File: config.mk
export PLATFORM = sky130hd
export DESIGN_NAME = pattern_tx_flat
export DESIGN_NICKNAME = d
export VERILOG_FILES = /design/src/rtl/fsm_pkg.sv /design/src/rtl/pattern_tx_if.sv /design/src/rtl/pattern_tx_cnt.sv /design/src/rtl/pattern_tx.sv /design/src/flat_wrapper.sv
export SDC_FILE = /design/constraint.sdc
export NUM_CORES = 1
export LEC_CHECK = 0
export CORE_MARGIN = 10
export CORE_UTILIZATION = 48
export DETAILED_ROUTE_END_ITERATION = 12
export GPL_TIMING_DRIVEN = 0
export PLACE_DENSITY_LB_ADDON = 0.12
export SLEW_MARGIN = 20
export SYNTH_ARGS = -nofsm -noshare
export SYNTH_HDL_FRONTEND = slang
export SYNTH_SLANG_ARGS = --single-unit
File: constraint.sdc
create_clock -name ck -period 1.7 [get_ports ck]
set_input_delay 0.51 -clock ck [delete_from_list [all_inputs] [get_ports ck]]
set_output_delay 0.51 -clock ck [all_outputs]
set_load 0.02 [all_outputs]
File: src/rtl/fsm_pkg.sv
// Shared encodings and pattern constants for the serial pattern transmitter and its
// matching sequence detectors.
package fsm_pkg;

    typedef enum logic [1:0] {
        ST_IDLE = 2'b00,
        ST_SEND = 2'b01,
        ST_PAR  = 2'b10,
        ST_GAP  = 2'b11
    } tx_state_t;

    localparam int         PAT_LEN_DEF = 6;
    localparam logic [5:0] PAT_101011  = 6'b101011;

endpackage

File: src/rtl/pattern_tx_if.sv
// Request/status bundle of the pattern transmitter. The requester (master) drives
// start/rpt/gap/abort; the transmitter (slave) returns s/busy/done and the state code c.
interface pattern_tx_if;
    logic       start;
    logic [3:0] rpt;
    logic [3:0] gap;
    logic       abort;
    logic       s;
    logic       busy;
    logic       done;
    logic [1:0] c;

    modport master (output start, rpt, gap, abort, input s, busy, done, c);
    modport slave  (input start, rpt, gap, abort, output s, busy, done, c);
endinterface

File: src/rtl/pattern_tx_cnt.sv
// Loadable down-counter with a zero flag; used for the bit index and the gap count.
module pattern_tx_cnt #(
    parameter int W = 4
) (
    input  logic         ck,
    input  logic         rs,
    input  logic         load,
    input  logic         en,
    input  logic [W-1:0] load_val,
    output logic [W-1:0] cnt,
    output logic         zero
);

    always_ff @(posedge ck or negedge rs) begin
        if (!rs) begin
            cnt <= '0;
        end else if (load) begin
            cnt <= load_val;
        end else if (en) begin
            cnt <= cnt - 1'b1;
        end
    end

    assign zero = (cnt == '0);

endmodule

File: src/rtl/pattern_tx.sv
// Serial pattern transmitter: shifts PATTERN out MSB-first, rpt+1 frames separated by gap idle
// cycles. Define PATTERN_TX_PARITY_EN to append an even-parity bit (PAR state) to every frame.
module pattern_tx
    import fsm_pkg::*;
#(
    parameter int                 PAT_LEN  = PAT_LEN_DEF,
    parameter logic [PAT_LEN-1:0] PATTERN  = PAT_LEN'(PAT_101011),
    parameter logic               IDLE_BIT = 1'b0
) (
    input logic         ck,
    input logic         rs,
    pattern_tx_if.slave bus
);

    localparam int           BW       = $clog2(PAT_LEN);
    localparam logic [BW-1:0] BIDX_TOP = BW'(PAT_LEN - 1);
`ifdef PATTERN_TX_PARITY_EN
    localparam logic         PAR_BIT  = ^PATTERN;
`endif

    tx_state_t     state, state_nxt;
    logic          s_q, busy_q, done_q;
    logic          s_nxt, busy_nxt, done_nxt;
    logic [3:0]    frm, gap_q;
    logic          frm_load, frm_dec, frame_end;
    logic          bidx_load, bidx_en, bidx_zero;
    logic [BW-1:0] bidx;
    logic          gcnt_load, gcnt_en, gcnt_zero, gap_last;
    logic [3:0]    gcnt;

    pattern_tx_cnt #(.W(BW)) u_bidx (
        .ck       (ck),
        .rs       (rs),
        .load     (bidx_load),
        .en       (bidx_en),
        .load_val (BIDX_TOP),
        .cnt      (bidx),
        .zero     (bidx_zero)
    );

    pattern_tx_cnt #(.W(4)) u_gcnt (
        .ck       (ck),
        .rs       (rs),
        .load     (gcnt_load),
        .en       (gcnt_en),
        .load_val (gap_q),
        .cnt      (gcnt),
        .zero     (gcnt_zero)
    );

    // The gap counter holds the cycles still to idle; zero also exits so GAP can never stall.
    assign gap_last = (gcnt == 4'd1) | gcnt_zero;

    always_ff @(posedge ck or negedge rs) begin
        if (!rs) begin
            state  <= ST_IDLE;
            s_q    <= IDLE_BIT;
            busy_q <= 1'b0;
            done_q <= 1'b0;
            frm    <= '0;
            gap_q  <= '0;
        end else begin
            state  <= state_nxt;
            s_q    <= s_nxt;
            busy_q <= busy_nxt;
            done_q <= done_nxt;
            if (frm_load) begin
                frm   <= bus.rpt;
                gap_q <= bus.gap;
            end else if (frm_dec) begin
                frm <= frm - 1'b1;
            end
        end
    end

    // s/busy/done are computed one cycle ahead so that they leave the flops with the state.
    always_comb begin
        state_nxt = state;
        s_nxt     = IDLE_BIT;
        busy_nxt  = 1'b1;
        done_nxt  = 1'b0;
        frm_load  = 1'b0;
        frm_dec   = 1'b0;
        frame_end = 1'b0;
        bidx_load = 1'b0;
        bidx_en   = 1'b0;
        gcnt_load = 1'b0;
        gcnt_en   = 1'b0;

        case (state)
            ST_IDLE: begin
                busy_nxt = 1'b0;
                if (bus.start && !bus.abort) begin
                    state_nxt = ST_SEND;
                    s_nxt     = PATTERN[PAT_LEN-1];
                    busy_nxt  = 1'b1;
                    bidx_load = 1'b1;
                    frm_load  = 1'b1;
                end
            end
            ST_SEND: begin
                if (!bidx_zero) begin
                    s_nxt   = PATTERN[bidx - 1'b1];
                    bidx_en = 1'b1;
                end else begin
`ifdef PATTERN_TX_PARITY_EN
                    state_nxt = ST_PAR;
                    s_nxt     = PAR_BIT;
`else
                    frame_end = 1'b1;
`endif
                end
            end
`ifdef PATTERN_TX_PARITY_EN
            ST_PAR: begin
                frame_end = 1'b1;
            end
`endif
            ST_GAP: begin
                if (gap_last) begin
                    state_nxt = ST_SEND;
                    s_nxt     = PATTERN[PAT_LEN-1];
                    bidx_load = 1'b1;
                end else begin
                    gcnt_en = 1'b1;
                end
            end
            default: begin
                state_nxt = ST_IDLE;
                busy_nxt  = 1'b0;
            end
        endcase

        if (frame_end) begin
            if (frm != 4'd0) begin
                frm_dec = 1'b1;
                if (gap_q == 4'd0) begin
                    state_nxt = ST_SEND;
                    s_nxt     = PATTERN[PAT_LEN-1];
                    bidx_load = 1'b1;
                end else begin
                    state_nxt = ST_GAP;
                    gcnt_load = 1'b1;
                end
            end else begin
                state_nxt = ST_IDLE;
                busy_nxt  = 1'b0;
                done_nxt  = 1'b1;
            end
        end

        // Abort wins over everything once a transfer is under way.
        if (bus.abort && state != ST_IDLE) begin
            state_nxt = ST_IDLE;
            s_nxt     = IDLE_BIT;
            busy_nxt  = 1'b0;
            done_nxt  = 1'b0;
            frm_dec   = 1'b0;
            bidx_load = 1'b0;
            bidx_en   = 1'b0;
            gcnt_load = 1'b0;
            gcnt_en   = 1'b0;
        end
    end

    assign bus.s    = s_q;
    assign bus.busy = busy_q;
    assign bus.done = done_q;
    assign bus.c    = state;

endmodule

File: src/flat_wrapper.sv
// flat-port wrapper written by rule: the top's interface ports become plain ports
module pattern_tx_flat import fsm_pkg::*;
#(
    parameter int                 PAT_LEN  = PAT_LEN_DEF,
    parameter logic [PAT_LEN-1:0] PATTERN  = PAT_LEN'(PAT_101011),
    parameter logic               IDLE_BIT = 1'b0
)
  (ck, rs, bus_start, bus_rpt, bus_gap, bus_abort, bus_s, bus_busy, bus_done, bus_c);
  pattern_tx_if bus_i ();
  input logic ck;
  input logic rs;
  input wire logic [$bits(bus_i.start)-1:0] bus_start;
  input wire logic [$bits(bus_i.rpt)-1:0] bus_rpt;
  input wire logic [$bits(bus_i.gap)-1:0] bus_gap;
  input wire logic [$bits(bus_i.abort)-1:0] bus_abort;
  output wire logic [$bits(bus_i.s)-1:0] bus_s;
  output wire logic [$bits(bus_i.busy)-1:0] bus_busy;
  output wire logic [$bits(bus_i.done)-1:0] bus_done;
  output wire logic [$bits(bus_i.c)-1:0] bus_c;
  assign bus_i.start = bus_start;
  assign bus_i.rpt = bus_rpt;
  assign bus_i.gap = bus_gap;
  assign bus_i.abort = bus_abort;
  assign bus_s = bus_i.s;
  assign bus_busy = bus_i.busy;
  assign bus_done = bus_i.done;
  assign bus_c = bus_i.c;
  pattern_tx #(.PAT_LEN(PAT_LEN), .PATTERN(PATTERN), .IDLE_BIT(IDLE_BIT)) u_core (.ck(ck), .rs(rs), .bus(bus_i));
endmodule
# After elaboration in Yosys (flattened, before gate mapping)
# Memory sizes are Yosys's and may differ from the RTL's.
# Cells that the tools add are included.
# totals
latchBits	0
ram_bits	0
ff_bits	20
mem_count	1
mem_bits_ro	8
in_bits	12
wordCells	84
output_inout_bits	5
# classes
reduce_logical	14
addsub	3
n_eq_ne	6
mux	50
n_lt_le_gt_ge	1
mul	0
bitwise_logic	1
n_div	0
shifts	0
# mem_list
name	depth	word_bits	rd	rd_clocked_by_memory_dff	wr	line	source
(no name shown)	8	1	1	0	0	pattern_tx.sv:103	s_nxt = PATTERN[bidx - 1'b1];
# ops
operator	count
1-bit 2-to-1 mux	34
4-bit 2-to-1 mux	4
2-bit 2-to-1 mux	6
4-bit logical NOT	2
4-bit by 1-bit != test with 1-bit output, second input constant	2
2-bit nonzero test	4
4-bit by 1-bit subtractor with 4-bit output, second input constant	2
3-bit 2-to-1 mux	2
2-bit case mux with 3 select lines	1
4-bit by 1-bit equality test with 1-bit output, second input constant	1
3-bit by 4-bit < comparator with 1-bit output, second input constant	1
1-bit case mux with 2 select lines	2
4-bit nonzero test	1
3-bit logical NOT	1
3-bit by 1-bit != test with 1-bit output, second input constant	1
1-bit case mux with 3 select lines	1
3-bit AND reduction	1
3-bit by 1-bit subtractor with 3-bit output, second input constant	1
2-bit by 1-bit equality test with 1-bit output, second input constant	1
2-bit equality test, second input constant	1
1-bit logical AND	2
2-bit logical NOT	1
2-bit OR reduction	1
1-bit logical NOT	1
1-bit OR	1

# Depth between registers and ports, before layout
# depth
word_depth	9
mapped_depth	7

# Modules after synthesis
# From an unflattened synthesis, not the netlist that was laid out.
# unflattened
cells_unflattened	116
hier_area_um2	1181.1
# modules_own_cells
module	cells_per_inst	n_inst	seq_area_each_um2	area_each_um2
pattern_tx	76	1	325.3	779.5
pattern_tx_cnt (u_core.u_gcnt)	21	1	100.1	230.2
pattern_tx_cnt (u_core.u_bidx)	19	1	75.1	171.4

# Least setup slack after synthesis
# Ideal clock, no wire load.
# synth_timing
path_type	flip-flop to flip-flop
startpoint	register u_core.state[0], in the netlist u_core.bus.c[0]
endpoint	register u_core.u_gcnt.cnt[1]
n_path_buf	1
arrival_time_ns	1.655
path_slack_ns	-0.038
path_stages_with_launch	8
setup_ns	0.083
period_less_slack_ns	1.738
required_time_ns	1.617
path_cell_list	dfrtp_1 inv_1 ha_1 nand2b_1 buf_2 o211ai_2 mux2_2 o21ai_0
# synth_between
elab_chain_len	5
elab_cells_between_ends	11
cone_classes	eq/ne: 2; mux: 6; reduce/logical: 3
# synth_rtl
item	line	source
from (decl)	pattern_tx.sv:21	tx_state_t state, state_nxt;
from (signal assigned)	pattern_tx.sv:63	state <= state_nxt;
2-bit by 1-bit equality test with 1-bit output	pattern_tx.sv:90	case (state)
1-bit 2-to-1 mux	pattern_tx.sv:90	
1-bit 2-to-1 mux	pattern_tx.sv:134	if (frame_end) begin
1-bit 2-to-1 mux	pattern_tx.sv:153	if (bus.abort && state != ST_IDLE) begin
4-bit 2-to-1 mux / 2-bit nonzero test (equally long branches)	-	
to (signal assigned)	pattern_tx_cnt.sv:18	cnt <= load_val;
to (signal assigned)	pattern_tx_cnt.sv:20	cnt <= cnt - 1'b1;
to (decl)	pattern_tx_cnt.sv:10	output logic [W-1:0] cnt,
# Parallel ways exist; a longest one is shown, timed or not.
# A chain may end at the register's enable or synchronous reset.

# Worst setup path after layout
# layout_timing
startpoint	input bus_abort
endpoint	register u_core.u_bidx.cnt[1]
# layout_between
elab_chain_len	9
elab_cells_between_ends	12
cone_classes	mux: 8; reduce/logical: 4
# layout_rtl
item	line	source
from (decl)	flat_wrapper.sv:15	input wire logic [$bits(bus_i.abort)-1:0] bus_abort;
1-bit logical NOT	pattern_tx.sv:93	if (bus.start && !bus.abort) begin
1-bit logical AND	pattern_tx.sv:93	
1-bit 2-to-1 mux	pattern_tx.sv:93	
1-bit case mux with 2 select lines	pattern_tx.sv:90	
1-bit 2-to-1 mux	pattern_tx.sv:137	if (gap_q == 4'd0) begin
1-bit 2-to-1 mux	pattern_tx.sv:135	if (frm != 4'd0) begin
1-bit 2-to-1 mux	pattern_tx.sv:134	
1-bit 2-to-1 mux	pattern_tx.sv:153	
3-bit 2-to-1 mux / 2-bit nonzero test (equally long branches)	-	
to (signal assigned)	pattern_tx_cnt.sv:18	
to (signal assigned)	pattern_tx_cnt.sv:20	
to (decl)	pattern_tx_cnt.sv:10	
# Parallel ways exist; a longest one is shown, timed or not.

==> results.py <==
metrics = {
    "status": {
        "outcome": "completed",
    },
    "synth": {
        "synth_top_family_by_area": "simple AND/OR/NAND/NOR gates",
        "synth-compound-area-share_pct": 9.33,
        "synthMuxAreaShare_pct": 8.83,
        "yosysSeqAreaShare_pct": 39.7,
        "synthArstFlopShare_pct": 100,
        "synth_nets": 147,
        "synthAdderAreaFrac_pct": 10.9,
        "synth-xor-area-share_pct": 4.86,
        "netlist_instances": 124,
        "synth_top_area_cell": "dfrtp_1",
        "synth_warnings": 0,
        "synth-seq-cells": 20,
        "synth_area_leaders": "dfrtp_1 40%, ha_1 11%, mux2_2 4.5%",
        "netlist_area_um2": 1260,
        "synth_edf_count": 0,
        "syn_area_per_cell_um2": 10.2,
        "synth_top_flop_cell": "dfrtp_1",
        "synth_top_area_share_pct": 39.7,
        "synthSimpleGateAreaFrac_pct": 22.5,
        "ys_types": 39,
    },
    "drt": {
        "drc": 0,
        "route.detailed.wl_per_inst_um": 15.7,
        "routed_wl_um": 2910,
        "ant_nets": 0,
        "first_iter_violations": 42,
        "num_vias": 1011,
        "avgViaCountPerCell": 5.46,
        "drt_pass1_iterations": 4,
    },
    "place": {
        "place_ws_ns": -0.597,
        "portBuffers": 16,
        "dp_hpwl_um": 2030,
        "place.gp.congestion": 0.886,
        "dp_cells": 170,
        "placed_cell_area_um2": 1460,
    },
    "worst_setup_path": {
        "path_class": "input port to register",
        "crit_path_end_kind": "register",
        "rr_worst_depth": 6,
        "cp_slowest_cell": "clkdlybuf4s50_1",
        "crit_required_ns": 1.90,
        "crit_cells": 6,
        "crit_path_cell_trace": "clkdlybuf4s50_1 > nand3b_1 > buf_4 > o32ai_2 > o21ai_4 > and2_1",
        "crit_fanout": 4,
        "start_kind": "input port",
        "cpPeakStageDelay_ns": 0.45,
        "crit_buf_inv": 2,
        "regToRegSetupSlack_ns": 0.06,
        "worstPathArrival_ns": 1.87,
        "cp_top_family": "buffers and inverters",
    },
    "pwr": {
        "p_leak_uw": 0.000766,
        "power_density_nw_per_um2": 1740,
        "internal_power_uw": 1750,
        "combPwrFrac_pct": 59.4,
        "switchingPower_uw": 1270,
        "switching_share_pct": 42.1,
        "clkPwrFrac_pct": 9.3,
        "peakVddDrop_mv": 1.13,
        "p_seq_share_pct": 31.2,
    },
    "global_routing": {
        "grt_pass1_wl_um": 4870,
        "grt_use_total_pct": 11.5,
        "overflow": 0,
        "antenna_found_initial": 0,
        "grt_pass1_vias": 1048,
        "grt_max_degree": 21,
    },
    "clock_tree": {
        "htreeDepth": 1,
        "cts.sinks": 20,
        "cts.path.max_buffers": 2,
        "clkTransAtPathRegs_ns": 0.12,
        "cts_tree": "built",
        "clk-insertion-delay-late_ns": 0.30,
        "cts_made_buffers": 3,
        "ctsRootBufferMaster": "clkbuf_4",
    },
    "die": {
        "core_area_um2": 2500,
        "io_pins": 17,
        "start_util_pct": 50.5,
        "die_h_um": 71.3,
        "die-area_um2": 5080,
        "die_w_um": 71.3,
        "fp-row-count": 18,
    },
    "layout": {
        "layout_common_cells": "17 x dfrtp_1, 12 x buf_4, 11 x clkdlybuf4s50_1",
        "final_area_um2": 1740,
        "final_nets": 179,
        "nFillCells": 188,
        "multi_input_area_um2": 865,
        "antenna_cells": 0,
        "layout_commonest_cell": "dfrtp_1",
        "drive_above_1_share_pct": 34.8,
        "seqCellArea_um2": 504,
        "final_cells": 185,
        "syn_to_final_growth_pct": 37.8,
    },
    "sta": {
        "tightest_slew_ns": 0.900,
        "max_freq_mhz": 602,
        "slew_violations": 0,
        "hold_violations": 0,
        "relSlewSlack_pct": 39.8,
        "setup_viol": 0,
        "fin_skew_ns": 0.000621,
        "final.period_utilization_pct": 97.7,
        "fin_ws_ns": 0.0395,
        "min_period_ns": 1.66,
    },
    "hold_path": {
        "hold_path_class": "register to register",
        "whs_path_depth": 2,
    },
    "flow_run": {
        "max_cap_violations": 0,
    },
}
-- what timing repair did --
item	in CTS	in global routing
pin swaps	3	3
resized for setup	17	25
endpoints found under the setup margin	16	18
buffers inserted	6	6
hold buffers	0	0
-- worst paths after layout --
| check | from | to |
|---|---|---|
| worst max-delay path | bus_abort | u_core.u_bidx.cnt[1] |
| worst min-delay path | u_core.gap_q[3] | u_core.u_gcnt.cnt[3] |
| worst max register to register | u_core.frm[1] | u_core.u_bidx.cnt[1] |
| worst min register to register | u_core.gap_q[3] | u_core.u_gcnt.cnt[3] |
| max in group asynchronous | rs | u_core.bus.c[1] |
| min in group asynchronous | rs | u_core.u_bidx.cnt[2] |
-- layer usage --
layer | vias to the layer above | part of all wire, % | GRT usage (%)
li1 | 504 | - | -
met1 | 490 | 42 | 13.2
met2 | 13 | 54 | 20.6
met3 | 4 | 3.5 | 2.89
met4 | 0 | 0.93 | 3.23
met5 | - | 0 | 0
-- metrics by stage --
| stage | setup TNS, ns | hold WS, ns | util, % | power [uW] |
|---|---|---|---|---|
| 3_3_place_gp | -5.48 | 0.504 | 58.6 | 2210 |
| 5_1_grt | -0.0394 | 0.626 | 69.5 | 3290 |
| 3_5_place_dp | -5.58 | 0.500 | 58.6 | 2270 |
| 6_report | 0 | 0.582 | 69.5 | 3020 |
| 2_1_floorplan | 0 | 0.214 | - | 1900 |
| 4_1_cts | -0.0448 | 0.553 | 63.7 | 2680 |
-- final cells by class --
class / instances / share of cell area, %
multi-input combinational: 92 / 49.7
sequential: 20 / 29.0
timing repair buffer: 28 / 13.8
tap: 30 / 2.16
clock buffer: 4 / 2.09
inverter: 9 / 2.09
buffer: 2 / 1.08
-- tightest hold or removal path: stages (launching register included) --
cell	delay (ns)
dfrtp_1	0.43
nand2_1	0.06
o21ai_0	0.06
-- power groups by stage --
stage               sequential (uW)  combinational (uW)  clock (uW)
floorplan                       915                 986           0
global placement                893                1310           0
detailed placement              912                1350           0
CTS                             900                1490         290
global route                    982                1990         313
finish                          942                1790         282
-- cells by family after synthesis --
family,after synthesis
buffers and inverters,12
adders and majority gates,11
DFF,20
muxes,10
and+or+nand+nor,47
xor gates and xnor gates,7
AOI/OAI and AO/OA,17
-- Yosys cell counts, types with 3 or more instances --
cell type / n
a21oi_1: 4
buf_2: 3
dfrtp_1: 20
ha_1: 11
inv_1: 9
mux2_2: 5
mux2i_1: 4
nand2_1: 9
nand2b_1: 4
nand3_1: 5
nand4_1: 3
nor2_1: 7
nor4_1: 3
o21ai_0: 4
xnor2_1: 3
xor2_1: 4
-- flip-flops by register name, summed over array words and instances (netlist names) --
register           flops
u_core.bus.s           1
u_core.u_gcnt.cnt      4
u_core.frm             4
u_core.u_bidx.cnt      3
u_core.bus.c           2
u_core.bus.busy        1
u_core.bus.done        1
u_core.gap_q           4
(Power assumes the default switching activity.)
